<file path="src/rtl/prog_mem_reader.sv">
// Instruction-memory readback engine: owns the address mux, holds the CPU in reset,
// walks [first_addr..last_addr] (wrapping) and streams each word on a valid/ready port.
module prog_mem_reader #(
    parameter int ADDR_WIDTH   = 4,
    parameter int DATA_WIDTH   = 8,
    parameter int READ_LATENCY = 1
) (
    input  logic                  clk,
    input  logic                  reset_n,
    input  logic                  start,
    input  logic                  abort,
    input  logic [ADDR_WIDTH-1:0] first_addr,
    input  logic [ADDR_WIDTH-1:0] last_addr,
    output logic                  mem_enable,
    output logic                  cpu_hold,
    output logic [ADDR_WIDTH-1:0] mem_addr,
    input  logic [DATA_WIDTH-1:0] mem_rdata,
    output logic                  out_valid,
    input  logic                  out_ready,
    output logic [ADDR_WIDTH-1:0] out_addr,
    output logic [DATA_WIDTH-1:0] out_data,
    output logic                  busy,
    output logic                  done,
    output logic [ADDR_WIDTH:0]   word_count
);

    typedef enum logic [1:0] {S_IDLE, S_READ, S_OUT, S_DONE} state_t;

    // A zero-latency memory still needs one READ cycle to register its data.
    localparam int         RL_EFF    = (READ_LATENCY < 1) ? 1 : READ_LATENCY;
    localparam logic [1:0] WAIT_LAST = 2'(RL_EFF - 1);

    state_t                state_q, state_d;
    logic [ADDR_WIDTH-1:0] ptr_q, ptr_d;
    logic [ADDR_WIDTH-1:0] last_q, last_d;
    logic [1:0]            wait_q, wait_d;
    logic [ADDR_WIDTH-1:0] out_addr_q, out_addr_d;
    logic [DATA_WIDTH-1:0] out_data_q, out_data_d;
    logic [ADDR_WIDTH:0]   count_q, count_d;

    always_ff @(posedge clk or negedge reset_n) begin
        if (!reset_n) begin
            state_q <= S_IDLE;
        end else begin
            state_q <= state_d;
        end
    end

    always_ff @(posedge clk or negedge reset_n) begin
        if (!reset_n) begin
            ptr_q      <= '0;
            last_q     <= '0;
            wait_q     <= '0;
            out_addr_q <= '0;
            out_data_q <= '0;
            count_q    <= '0;
        end else begin
            ptr_q      <= ptr_d;
            last_q     <= last_d;
            wait_q     <= wait_d;
            out_addr_q <= out_addr_d;
            out_data_q <= out_data_d;
            count_q    <= count_d;
        end
    end

    always_comb begin
        state_d = state_q;
        case (state_q)
            S_IDLE: if (start) state_d = S_READ;
            S_READ: begin
                if (abort)                    state_d = S_IDLE;
                else if (wait_q == WAIT_LAST) state_d = S_OUT;
            end
            S_OUT: begin
                if (abort)                state_d = S_IDLE;
                else if (out_ready)       state_d = (ptr_q == last_q) ? S_DONE : S_READ;
            end
            S_DONE:  state_d = S_IDLE;
            default: state_d = S_IDLE;
        endcase
    end

    always_comb begin
        ptr_d      = ptr_q;
        last_d     = last_q;
        wait_d     = wait_q;
        out_addr_d = out_addr_q;
        out_data_d = out_data_q;
        count_d    = count_q;
        case (state_q)
            S_IDLE: begin
                if (start) begin
                    ptr_d   = first_addr;
                    last_d  = last_addr;
                    wait_d  = '0;
                    count_d = '0;
                end
            end
            S_READ: begin
                // mem_rdata is only looked at here, so X elsewhere never reaches out_data.
                if (wait_q == WAIT_LAST) begin
                    out_data_d = mem_rdata;
                    out_addr_d = ptr_q;
                end else begin
                    wait_d = wait_q + 2'd1;
                end
            end
            S_OUT: begin
                if (out_ready) begin
                    count_d = count_q + (ADDR_WIDTH+1)'(1);
                    if (ptr_q != last_q) begin
                        ptr_d  = ptr_q + ADDR_WIDTH'(1);
                        wait_d = '0;
                    end
                end
            end
            default: ;
        endcase
    end

    always_comb begin
        busy       = (state_q != S_IDLE);
        mem_enable = busy;
        cpu_hold   = busy;
        mem_addr   = (state_q == S_READ) ? ptr_q : '0;
        out_valid  = (state_q == S_OUT);
        done       = (state_q == S_DONE) && !abort;
        out_addr   = out_addr_q;
        out_data   = out_data_q;
        word_count = count_q;
    end

endmodule

</file>
<file path="config.mk">
export PLATFORM = sky130hd
export DESIGN_NAME = prog_mem_reader
export DESIGN_NICKNAME = d
export VERILOG_FILES = /design/src/rtl/prog_mem_reader.sv
export SDC_FILE = /design/constraint.sdc
export NUM_CORES = 1
export LEC_CHECK = 0
export ABC_AREA = 1
export ABC_CLOCK_PERIOD_IN_PS = 2150
export CAP_MARGIN = 15
export CORE_ASPECT_RATIO = 0.9
export CORE_UTILIZATION = 35
export DETAILED_ROUTE_END_ITERATION = 10
export DONT_BUFFER_PORTS = 1
export PLACE_DENSITY = 0.6
export SYNTH_ARGS = -nofsm -noshare
export SYNTH_HDL_FRONTEND = slang
export SYNTH_SLANG_ARGS = --single-unit
export TNS_END_PERCENT = 100
</file>
<file path="constraint.sdc">
create_clock -name clk -period 2.15 [get_ports clk]
set_input_delay 0.3225 -clock clk [delete_from_list [all_inputs] [get_ports clk]]
set_output_delay 0.3225 -clock clk [all_outputs]
set_load 0.02 [all_outputs]
</file>
======== After elaboration in Yosys (flattened, before gate mapping) ========
Cells that the tools add are included.
word-level totals
  flip-flop bits (word level) ............. 29
  output and inout port bits .............. 26
operators by class
  eq/ne operators ......................... 11
  reductions and logical operators ........ 13
  multiplexer cells ....................... 20
  add/sub/neg operators ................... 3
operators with widths
  kind                 number
  $mux 2               10
  $mux 4               4
  $mux 5               2
  $pmux 5 s2           1
  $pmux 2 s4           1
  $pmux 4 s2           1
  $pmux 2 s3           1
  $reduce_and 3->1     2
  $add 5x1->5 const B  1
  $reduce_and 5->1     1
  $add 4x1->4 const B  1
  $eq 2x2->1 const B   2
  $eq 4x4->1           1
  $logic_not 2->1      2
  $ne 2x1->1 const B   2
  $ne 2x2->1 const B   2
  $ne 4x4->1           1
  $reduce_and 2->1     2
  $reduce_and 4->1     1
  $reduce_bool 2->1    2
  $ne 3x2->1 const B   1
  $ne 3x3->1 const B   1
  $reduce_bool 3->1    1
  $add 2x1->2 const B  1
  3 further kinds      3

======== Logic depth before layout (Yosys ltp) ========
Gate-level depths: netlist of the first run.
  depth after elaboration ................. 5
  gate-level depth with buffers ........... 8
  mapped depth without buffers ............ 8

======== Least setup slack after synthesis of the first run ========
No wires, ideal clock.
  path type ............................... flip-flop to flip-flop
  start ................................... register state_q[0]
  end ..................................... register ptr_q[3]
  period minus slack after synthesis ...... 1.298 ns
  stages on the path, launching flop included .. 7
  setup slack ............................. 0.852 ns
  data required time ...................... 2.031 ns
  data arrival time ....................... 1.179 ns
  path buffers ............................ 0
  cell sequence ........................... dfrtp_1 > nor2_4 > inv_1 > nand2_2 > nand3_2 > nand2_1 > nand2_1
between the ends
  longest elaborated chain between the ends .. 3
  elaborated cells on any way between the ends .. 8
  classes of those cells .................. 4 x eq/ne; 1 x mux; 3 x reduce/logical
ends and longest elaborated chain
  what                                                                     RTL line  source
  from (decl)                                                              33        state_t state_q, state_d;
  from (signal assigned)                                                   45        state_q <= state_d;
  $eq 2x2->1 *                                                             n/a
  net out_valid                                                            18        output logic out_valid,
  $ne 2x1->1 (no source line) / $reduce_bool 2->1 (equally long branches)  n/a
  $reduce_and 4->1 (no source line)                                        n/a
  to (signal assigned)                                                     58        ptr_q <= ptr_d;
  to (decl)                                                                34        logic [ADDR_WIDTH-1:0] ptr_q, ptr_d;
The timed path passes the listed nets; every way through them passes the cells marked *.
A chain may end at the register's enable or synchronous reset.

======== Worst setup path after layout of the first run ========
  start ................................... register state_q[0]
  end ..................................... output mem_addr[2]
between the ends
  longest elaborated chain between the ends .. 2
ends and longest elaborated chain
  what        RTL line  source
  $eq 2x1->1  126       mem_addr = (state_q == S_READ) ? ptr_q : '0;
  $mux 4      126
  to (decl)   16        output logic [ADDR_WIDTH-1:0] mem_addr,
Every way passes these cells.

==> results of run 1 <==
[placed cells by master (no fill, tap or decap)]
master / synthesis / final
a21oi_1: 1 / 1
and3_1: 1 / 1
buf_12: 0 / 1
bufinv_16: 0 / 1
clkbuf_1: 0 / 1
clkbuf_8: 0 / 6
dfrtp_1: 29 / 29
dlygate4sd3_1: 0 / 1
ha_1: 3 / 3
inv_1: 19 / 19
inv_2: 4 / 4
nand2_1: 75 / 75
nand2_2: 2 / 2
nand3_1: 9 / 9
nand3_2: 1 / 1
nand3_4: 1 / 1
nand4_1: 9 / 9
nor2_1: 14 / 14
nor2_2: 1 / 1
nor2_4: 2 / 2
nor2_8: 1 / 1
nor3_1: 1 / 1
o21ai_0: 11 / 11
o21ai_2: 2 / 2
xnor2_1: 3 / 3
[cell families (layout without fill, tap and decap cells)]
family	count (synthesis)	in the layout
adders and majority gates	3	3
DFF	29	29
and+or+nand+nor	117	117
AOI/OAI and AO/OA	14	14
xor gates and xnor gates	3	3
buffers and inverters	27	33
[worst max-delay path, stage by stage (launching register included)]
cell,delay (ns)
dfrtp_1,0.44
inv_2,0.06
nor2_2,0.12
inv_2,0.12
nor2_1,0.36
[stage by stage]
| stage | setup WS (ns) | util, % | std cells | area, sq um | total power [W] |
|---|---|---|---|---|---|
| 2_1_floorplan | 0.8518 | - | 193 | 1520 | 0.002043 |
| 3_3_place_gp | 0.7424 | 37.52 | 237 | 1549 | 0.002189 |
| 3_5_place_dp | 0.6864 | 37.52 | 237 | 1549 | 0.002202 |
| 4_1_cts | 0.4439 | 41.06 | 247 | 1695 | 0.002810 |
| 5_1_grt | 0.3788 | 41.06 | 247 | 1695 | 0.003040 |
| 6_report | 0.4394 | 41.06 | 247 | 1695 | 0.002790 |
[registers in the layout, indices dropped and copies added (netlist names)]
name and cells:
ptr_q 4, state_q 2, word_count 5, out_data 8, wait_q 2, out_addr 4, last_q 4
[repair_timing]
item,in CTS,in global routing
hold endpoints to repair,29,0
hold buffers,2,0
setup endpoints to repair,0,0
[final cells by class]
cell class / instances / area (sq um) / area share [%]
Multi-Input combinational cell: 137 / 676.9 / 39.93
Inverter: 23 / 86.33 / 5.092
Clock inverter: 1 / 30.03 / 1.771
Sequential cell: 29 / 725.7 / 42.80
Clock buffer: 7 / 86.33 / 5.092
Timing Repair Buffer: 2 / 30.03 / 1.771
Tap cell: 48 / 60.06 / 3.542
[per-layer routing]
metal	vias up	routed length, um	global-route usage, %
met5	-	0	0
met4	0	57	5.637
met3	7	288	5.288
met2	55	1372	21.90
met1	556	1529	21.00
li1	618	-	-
[where the power goes]
part	total [W]	switching [W]	leakage (nW)	internal, W
sequential	0.00112	0.000343	0.370	0.000773
clock	0.000580	0.000203	0.0585	0.000377
combinational	0.00109	0.000772	0.462	0.000322
[worst min path at each step]
stage | end | slack (ns) | cells past startpoint
2_1_floorplan | last_q[0] | 0.03 | 0
3_3_place_gp | out_data[2] | 0.03 | 0
3_5_place_dp | out_data[5] | 0.03 | 0
4_1_cts | out_data[6] | 0.16 | 2
5_1_grt | out_data[2] | 0.16 | 2
6_report | last_q[2] | 0.16 | 2
==> metrics, run 1 <==
outcome complete, no violations; setup bufs post-CTS 0; Final Setup Violations 0; total grt overflow 0; CORE AREA 4129 sq um; buffers added on ports 0; Hold Startpoint last_addr[2]; WP data required 1.83 ns; DRT Pass-1 Iters 4; Worst slew margin 66.81%; largest net degree at the start of global routing 30; worst-case reg-to-reg path depth 6; Synth top area share 47.74%; Final HPWL DP 2.281 mm; Least-Margin Pin Slew 0.4973 ns; worst-path maximum fanout 8; Peak VDD IR 0.8955 mV; Final min period 1.711 ns; Max Freq 584.6 MHz; EDFF count, synth 0; Post-layout nets 222; RSZ-0062 raised after global routing no; Synth Area in Simple Gates 35.23%; Critical Path Source Type register; Worst-Skew Late Latency 0.27 ns; Post-Route Skew 0.003477 ns; Worst setup EP type output port; Post-Syn Area 1520 sq um; layout cells sized above 1 11.06%; Placement Rows 22; most common cell in the netlist nand2_1; Routed WL 3.248 mm; WL/cell 13.15 um; max cap viols 0; Die W 71.47 um; post-synthesis cell type count 23; hold crit path type input pin to register; Cells after Synth 193; setup_tns 0 ns; syn_nets 217; period utilization 79.56%; predominant post-synthesis flop cell dfrtp_1; R2R Path End ptr_q[3]; Reg2Reg Setup Slack 0.65 ns; Root Buffer clkbuf_8; starting DRC count in detailed routing 92; Worst Setup EP mem_addr[2]; worst endpoint data arrival time 1.39 ns; Seq/Total Area, Yosys 47.74%; IO Count 47; number of antenna violations at the first check in global routing 0; commonest cells in the netlist nand2_1, dfrtp_1, inv_1, nor2_1, o21ai_0; Avg Vias per Cell 5.004; adder-cell share of the synthesized area 2.469%; GRT Resource Usage Total 15.22%; die height 64.52 um; critical register-to-register path startpoint state_q[0]; Final Max Tran Viols 0; Starting Density 36.82%; Synth Area in Compound Gates 5.103%; Area Overhead vs Synth 11.52%; final hold vios 0; synthesized flop and latch total 29; count of cells resized by post-cts repair 0; number of remaining DRC errors 0; Detail Route Antenna Nets 0; Avg Cell Area, Syn 7.877 sq um; number of global-route vias before repair 1157; post-synthesis mux area share 0%; DR vias 1236; first-pass GRT wire length 5.326 mm; # diodes 0; PwrDens 1646 nW/um^2; # fillers 433; dominant cell type by area after synthesis dfrtp_1; top cells by area, synth dfrtp_1, nand2_1, inv_1; die footprint 4611 sq um; Worst setup startpoint state_q[0]; Bufs on Longest Clock Path 2; WHS 0.1612 ns; H-tree levels 2; Leak 0.8901 nW; ys async rst share 100.0%; Ys Warns 0; CTS tree done; Reg clk slew, reported paths 0.06 ns; RD Place Congestion 0.7739; critical path class register to output port; main combinational cell family by area after synthesis simple AND/OR/NAND/NOR gates; post-synthesis xor/xnor area fraction 1.728%; Num Clock Sinks 29; total CTS buffers 5
(Power assumes the default switching activity.)
==> run 2, diff against run 1 <==
--- a/config.mk
+++ b/config.mk
@@ -6,7 +6,7 @@
 export NUM_CORES = 1
 export LEC_CHECK = 0
 export ABC_AREA = 1
-export ABC_CLOCK_PERIOD_IN_PS = 2150
+export ABC_CLOCK_PERIOD_IN_PS = 1600
 export CAP_MARGIN = 15
 export CORE_ASPECT_RATIO = 0.9
 export CORE_UTILIZATION = 35
==> constraint.sdc (replaced) <==
create_clock -name clk -period 1.6 [get_ports clk]
set_input_delay 0.24 -clock clk [delete_from_list [all_inputs] [get_ports clk]]
set_output_delay 0.24 -clock clk [all_outputs]
set_load 0.02 [all_outputs]
==> metrics, run 2 (synthesis gave the netlist of run 1 again) <==
layout cells sized above 1 11.50% (was 11.06%); # diodes 0 (unchanged); DRT Pass-1 Iters 4 (unchanged); worst endpoint data arrival time 1.34 ns (was 1.39 ns); final core utilization 41.24% (was 41.06%); # fillers 429 (was 433); Final HPWL DP 2.348 mm (was 2.281 mm); Num Clock Sinks 29 (unchanged); Worst setup EP type output port (unchanged); register area 725.7 sq um (unchanged); Starting Density 36.82% (unchanged); DR vias 1217 (was 1236); max cap viols 0 (unchanged); die footprint 4611 sq um (unchanged); WP data required 1.36 ns (was 1.83 ns); number of antenna violations at the first check in global routing 0 (unchanged); Detail Route Antenna Nets 0 (unchanged); Routed WL 3.204 mm (was 3.248 mm); Post-layout nets 223 (was 222); Clock Power Share 20.7% (was 20.8%); CP bufs+invs 2 (unchanged); commonest non-fill, non-tap cells in the layout nand2_1, dfrtp_1, inv_1, nor2_1, o21ai_0 (unchanged); cell count of the worst hold path 2 (unchanged); critical path cell sequence inv_2 > nor2_2 > inv_2 > nor2_1 (unchanged); multi-input logic area 676.9 sq um (unchanged); die height 64.52 um (unchanged); Internal Power 0.001986 W (was 0.001472 W); largest net degree at the start of global routing 30 (unchanged); total CTS buffers 5 (unchanged); starting DRC count in detailed routing 52 (was 92); Leak 0.8954 nW (was 0.8901 nW); Post-Route Skew 0.004539 ns (was 0.003477 ns); Bufs on Longest Clock Path 2 (unchanged); RD Place Congestion 0.8069 (was 0.7739); Worst-Skew Late Latency 0.27 ns (about the same); CORE AREA 4129 sq um (unchanged); Sw Share 46.96% (was 47.23%); Final Setup Violations 0 (unchanged); Peak VDD IR 0.9426 mV (was 0.8955 mV); Comb pwr share 39.4% (was 39.2%); buffers added on ports 0 (unchanged); critical path class register to output port (unchanged); number of global-route vias before repair 1210 (was 1157); Worst slew margin 66.44% (was 66.81%); RSZ-0062 raised after global routing yes (was no); Worst path most repeated cell inv_2 (unchanged); Least-Margin Pin Slew 0.5028 ns (was 0.4973 ns); Placement Rows 22 (unchanged); Root Buffer clkbuf_8 (unchanged); final hold vios 0 (unchanged); outcome complete, no violations (unchanged); Avg Vias per Cell 4.907 (was 5.004); CTS tree done (unchanged); max incr delay on CP 0.43 ns (was 0.44 ns); total grt overflow 0 (unchanged); first-pass GRT wire length 5.485 mm (was 5.326 mm); hold crit path type input pin to register (unchanged); worst-case reg-to-reg path depth 8 (was 6); Die W 71.47 um (unchanged); number of remaining DRC errors 0 (unchanged); period utilization 98.84%; WHS 0.08189 ns (was 0.1612 ns); Sw Pwr 0.001758 W (was 0.001318 W); setup bufs post-CTS 0 (unchanged); Reg power frac 40.0% (about the same); slowest cell on the critical path dfrtp_1 (unchanged); IO Count 47 (unchanged); GRT Resource Usage Total 15.38% (was 15.22%); Reg clk slew, reported paths 0.06 ns (about the same); Critical Path Source Type register (unchanged); Max Freq 632.3 MHz; Area Overhead vs Synth 12.02% (was 11.52%); Final Max Tran Viols 0 (unchanged); WP depth 4 (unchanged); H-tree levels 2 (unchanged); PwrDens 2199 nW/um^2 (was 1646 nW/um^2); worst-path maximum fanout 8 (unchanged); Crit path max-delay family simple AND/OR/NAND/NOR gates (unchanged); Final min period 1.582 ns; WL/cell 12.92 um (was 13.15 um); commonest non-fill, non-tap cell in the layout nand2_1 (unchanged); max reg flops 8 (unchanged)
[run 2: cell type report]
cell class / instances / area share (%)
sequential: 29 / 42.62
inverter: 23 / 5.070
multi-input combinational: 137 / 39.75
tap: 48 / 3.527
clock buffer: 7 / 5.070
clock inverter: 1 / 1.763
timing repair buffer: 3 / 2.204
[run 2: power groups by stage]
stage	logic, W	registers, W	clock network [W]
floorplan	0.00132	0.00143	0
global placement	0.00144	0.00151	0
detailed placement	0.00146	0.00151	0
CTS	0.00149	0.00150	0.000787
global route	0.00170	0.00154	0.000833
finish	0.00147	0.00150	0.000774
[run 2: routing by layer]
| layer | share of wire, % | GRT usage (%) | vias to the layer above |
|---|---|---|---|
| li1 | - | - | 623 |
| met1 | 47 | 18.82 | 552 |
| met5 | 0 | 0 | - |
| met2 | 43 | 24.05 | 40 |
| met4 | 0.75 | 5.147 | 0 |
| met3 | 9.5 | 6.998 | 2 |
[run 2: final timing paths]
kind / from / to / slack, ns
max in group asynchronous: reset_n / ptr_q[1] / 1.03
hold / removal: last_addr[2] / last_q[2] / 0.08
setup reg to reg: wait_q[0] / wait_q[1] / 0.21
hold reg to reg: wait_q[1] / wait_q[1] / 0.49
setup / recovery: state_q[0] / mem_addr[1] / 0.02
min in group asynchronous: reset_n / last_q[1] / 0.41
[run 2: worst reg2reg max path: cells and delay by family (launching register included)]
family                   cells  cell delay (ns)
flip-flops                   1             0.37
adder cells (fa/ha/maj)      1             0.18
buffers and inverters        2             0.23
AND/OR/NAND/NOR              5             0.50
[run 2: repair_timing]
action / CTS / global route
endpoints found under the hold margin: 29 / 0
hold buffers: 2 / 0
setup endpoints to repair: 0 / 4
resized for setup: 0 / 0
[run 2: metrics by stage]
| step | power [W] | TNS, ns | instance area (sq um) | std cells | setup WS [ns] |
|---|---|---|---|---|---|
| after floorplan | 0.002745 | 0 | 1520 | 193 | 0.3018 |
| after global placement | 0.002957 | 0 | 1556 | 238 | 0.2263 |
| after detailed placement | 0.002972 | 0 | 1556 | 238 | 0.2196 |
| after CTS | 0.003774 | 0 | 1703 | 248 | 0.01288 |
| after global routing | 0.004070 | -0.2620 | 1703 | 248 | -0.06627 |
| final | 0.003745 | 0 | 1703 | 248 | 0.01850 |
==> run 3, diff against run 2 <==
--- a/config.mk
+++ b/config.mk
@@ -9,6 +9,7 @@
 export ABC_CLOCK_PERIOD_IN_PS = 1600
 export CAP_MARGIN = 15
 export CORE_ASPECT_RATIO = 0.9
+export CORE_MARGIN = 2
 export CORE_UTILIZATION = 35
 export DETAILED_ROUTE_END_ITERATION = 10
 export DONT_BUFFER_PORTS = 1
==> metrics, run 3 (synthesis gave the netlist of run 1 again) <==
outcome complete, no violations (unchanged); Final min period 1.487 ns (was 1.582 ns); Inst Count DP 239 (was 238); Post-layout nets 224 (was 223); PwrDens 2128 nW/um^2 (was 2199 nW/um^2); worst-case reg-to-reg path depth 7 (was 8); layout cells sized above 1 13.93% (was 11.50%); die height 66.52 um (was 64.52 um); Reg2Reg Setup Slack 0.18 ns (was 0.21 ns); Avg Vias per Cell 4.928 (was 4.907); GRT Resource Usage Total 15.37% (was 15.38%); Final Max Tran Viols 0 (unchanged); largest net degree at the start of global routing 30 (unchanged); R2R Path End ptr_q[1] (was wait_q[1]); Least-Margin Pin Slew 0.5033 ns (was 0.5028 ns); final hold vios 0 (unchanged); Worst-Skew Late Latency 0.28 ns (was 0.27 ns); IO Count 47 (unchanged); number of remaining DRC errors 0 (unchanged); Placement Rows 22 (unchanged); Final Setup Violations 0 (unchanged); DRT Pass-1 Iters 5 (was 4); # diodes 0 (unchanged); max reg flops 8 (unchanged); setup_tns 0 ns (unchanged); Max Freq 672.3 MHz (was 632.3 MHz); period utilization 92.97% (was 98.84%); critical path class register to output port (unchanged); Worst Hold Path EP last_q[2] (unchanged); WL/cell 13.38 um (was 12.92 um); RD Place Congestion 0.7635 (was 0.8069); starting DRC count in detailed routing 58 (was 52); Num Clock Sinks 29 (unchanged); Detail Route Antenna Nets 0 (unchanged); max cap viols 0 (unchanged); CTS tree done (unchanged); WP data required 1.36 ns (about the same); critical register-to-register path startpoint state_q[1] (was wait_q[0]); worst-path maximum fanout 8 (unchanged); H-tree levels 2 (unchanged); total grt overflow 0 (unchanged); DR vias 1227 (was 1217); Bufs on Longest Clock Path 2 (unchanged); Root Buffer clkbuf_8 (unchanged); CORE AREA 4129 sq um (unchanged); worst endpoint data arrival time 1.25 ns (was 1.34 ns); Final Non-Filler Cells 249 (was 248); number of antenna violations at the first check in global routing 0 (unchanged); Critical Path Source Type register (unchanged); die footprint 4887 sq um (was 4611 sq um); first-pass GRT wire length 5.664 mm (was 5.485 mm); WHS 0.06598 ns (was 0.08189 ns); buffers added on ports 0 (unchanged); RSZ-0062 raised after global routing no (was yes); Post-Route Skew 0.005826 ns (was 0.004539 ns); commonest non-fill, non-tap cell in the layout nand2_1 (unchanged); Starting Density 36.82% (unchanged); total CTS buffers 5 (unchanged); Leak 0.8864 nW (was 0.8954 nW); Reg clk slew, reported paths 0.06 ns (about the same); Die W 73.47 um (was 71.47 um); Worst setup EP type output port (unchanged); Hold Startpoint last_addr[2] (unchanged); cell count of the worst hold path 2 (unchanged); commonest non-fill, non-tap cells in the layout nand2_1, dfrtp_1, inv_1, nor2_1, o21ai_0 (unchanged); setup bufs post-CTS 0 (unchanged); Worst slew margin 66.41% (was 66.44%); number of global-route vias before repair 1210 (unchanged); Final HPWL DP 2.444 mm (was 2.348 mm); hold crit path type input pin to register (unchanged); Peak VDD IR 0.9378 mV (was 0.9426 mV); Area Overhead vs Synth 11.36% (was 12.02%); Routed WL 3.332 mm (was 3.204 mm); Pwr Total 0.003602 W (was 0.003745 W)
run 3: cell types whose count changed in the layout (fill, tap and decap cells not counted), sizes merged:
cell	previous run	this run
clkinv	0	2
buf	2	3
bufinv	1	0
clkbuf	7	6
run 3: worst max-delay path by stage:
stage                        to        from  depth (start not counted)  slack [ns]
finish              mem_addr[3]  state_q[0]                          5        0.11
global route        mem_addr[3]  state_q[0]                          5        0.01
CTS                 mem_addr[0]  state_q[0]                          4       -0.03
detailed placement    wait_q[0]   wait_q[0]                          8        0.23
global placement    out_addr[3]  state_q[0]                          7        0.22
floorplan              ptr_q[3]  state_q[0]                          6        0.30
run 3: where the power goes:
| part | total (W) | leakage (nW) | switching [W] | internal, W |
|---|---|---|---|---|
| Combinational | 0.00152 | 0.473 | 0.00105 | 0.000468 |
| Clock | 0.000578 | 0.0450 | 0.000278 | 0.000300 |
| Sequential | 0.00151 | 0.369 | 0.000465 | 0.00104 |
run 3: what timing repair did:
item                                   in CTS  in global routing
gates resized for setup                     1                  5
hold buffers                                2                  0
endpoints found under the hold margin      29                  0
setup endpoints to repair                   3                  4
pin swaps                                   0                  1
run 3: worst max-delay path, cell delays in order, from the launching register on:
cell	delay [ns]
dfrtp_2	0.41
inv_2	0.06
nor2_4	0.14
inv_4	0.09
nor2_1	0.11
buf_4	0.15
run 3: per-stage QoR:
| stage | util (%) | cell area [sq um] | setup WS (ns) |
|---|---|---|---|
| after floorplan | - | 1520 | 0.3018 |
| after global placement | 37.88 | 1564 | 0.2233 |
| after detailed placement | 37.88 | 1564 | 0.2271 |
| after CTS | 40.67 | 1679 | -0.02819 |
| after global routing | 41.00 | 1693 | 0.01184 |
| final | 41.00 | 1693 | 0.1125 |
run 3: cell type report:
type | count | area, sq um
sequential | 29 | 726.9
multi-input combinational | 137 | 689.4
timing repair buffer | 4 | 45.04
tap | 48 | 60.06
clock buffer | 6 | 72.57
fill | 422 | 2436
inverter | 23 | 88.84
clock inverter | 2 | 10.01
run 3: per-layer routing:
metal	wire (um)	up-vias	GRT usage, %	share of wire (%)
met5	0	-	0	0
met4	49	0	4.773	1.5
met3	304	7	6.808	9.1
met2	1360	40	22.21	41
met1	1617	560	20.47	49
li1	-	620	-	-
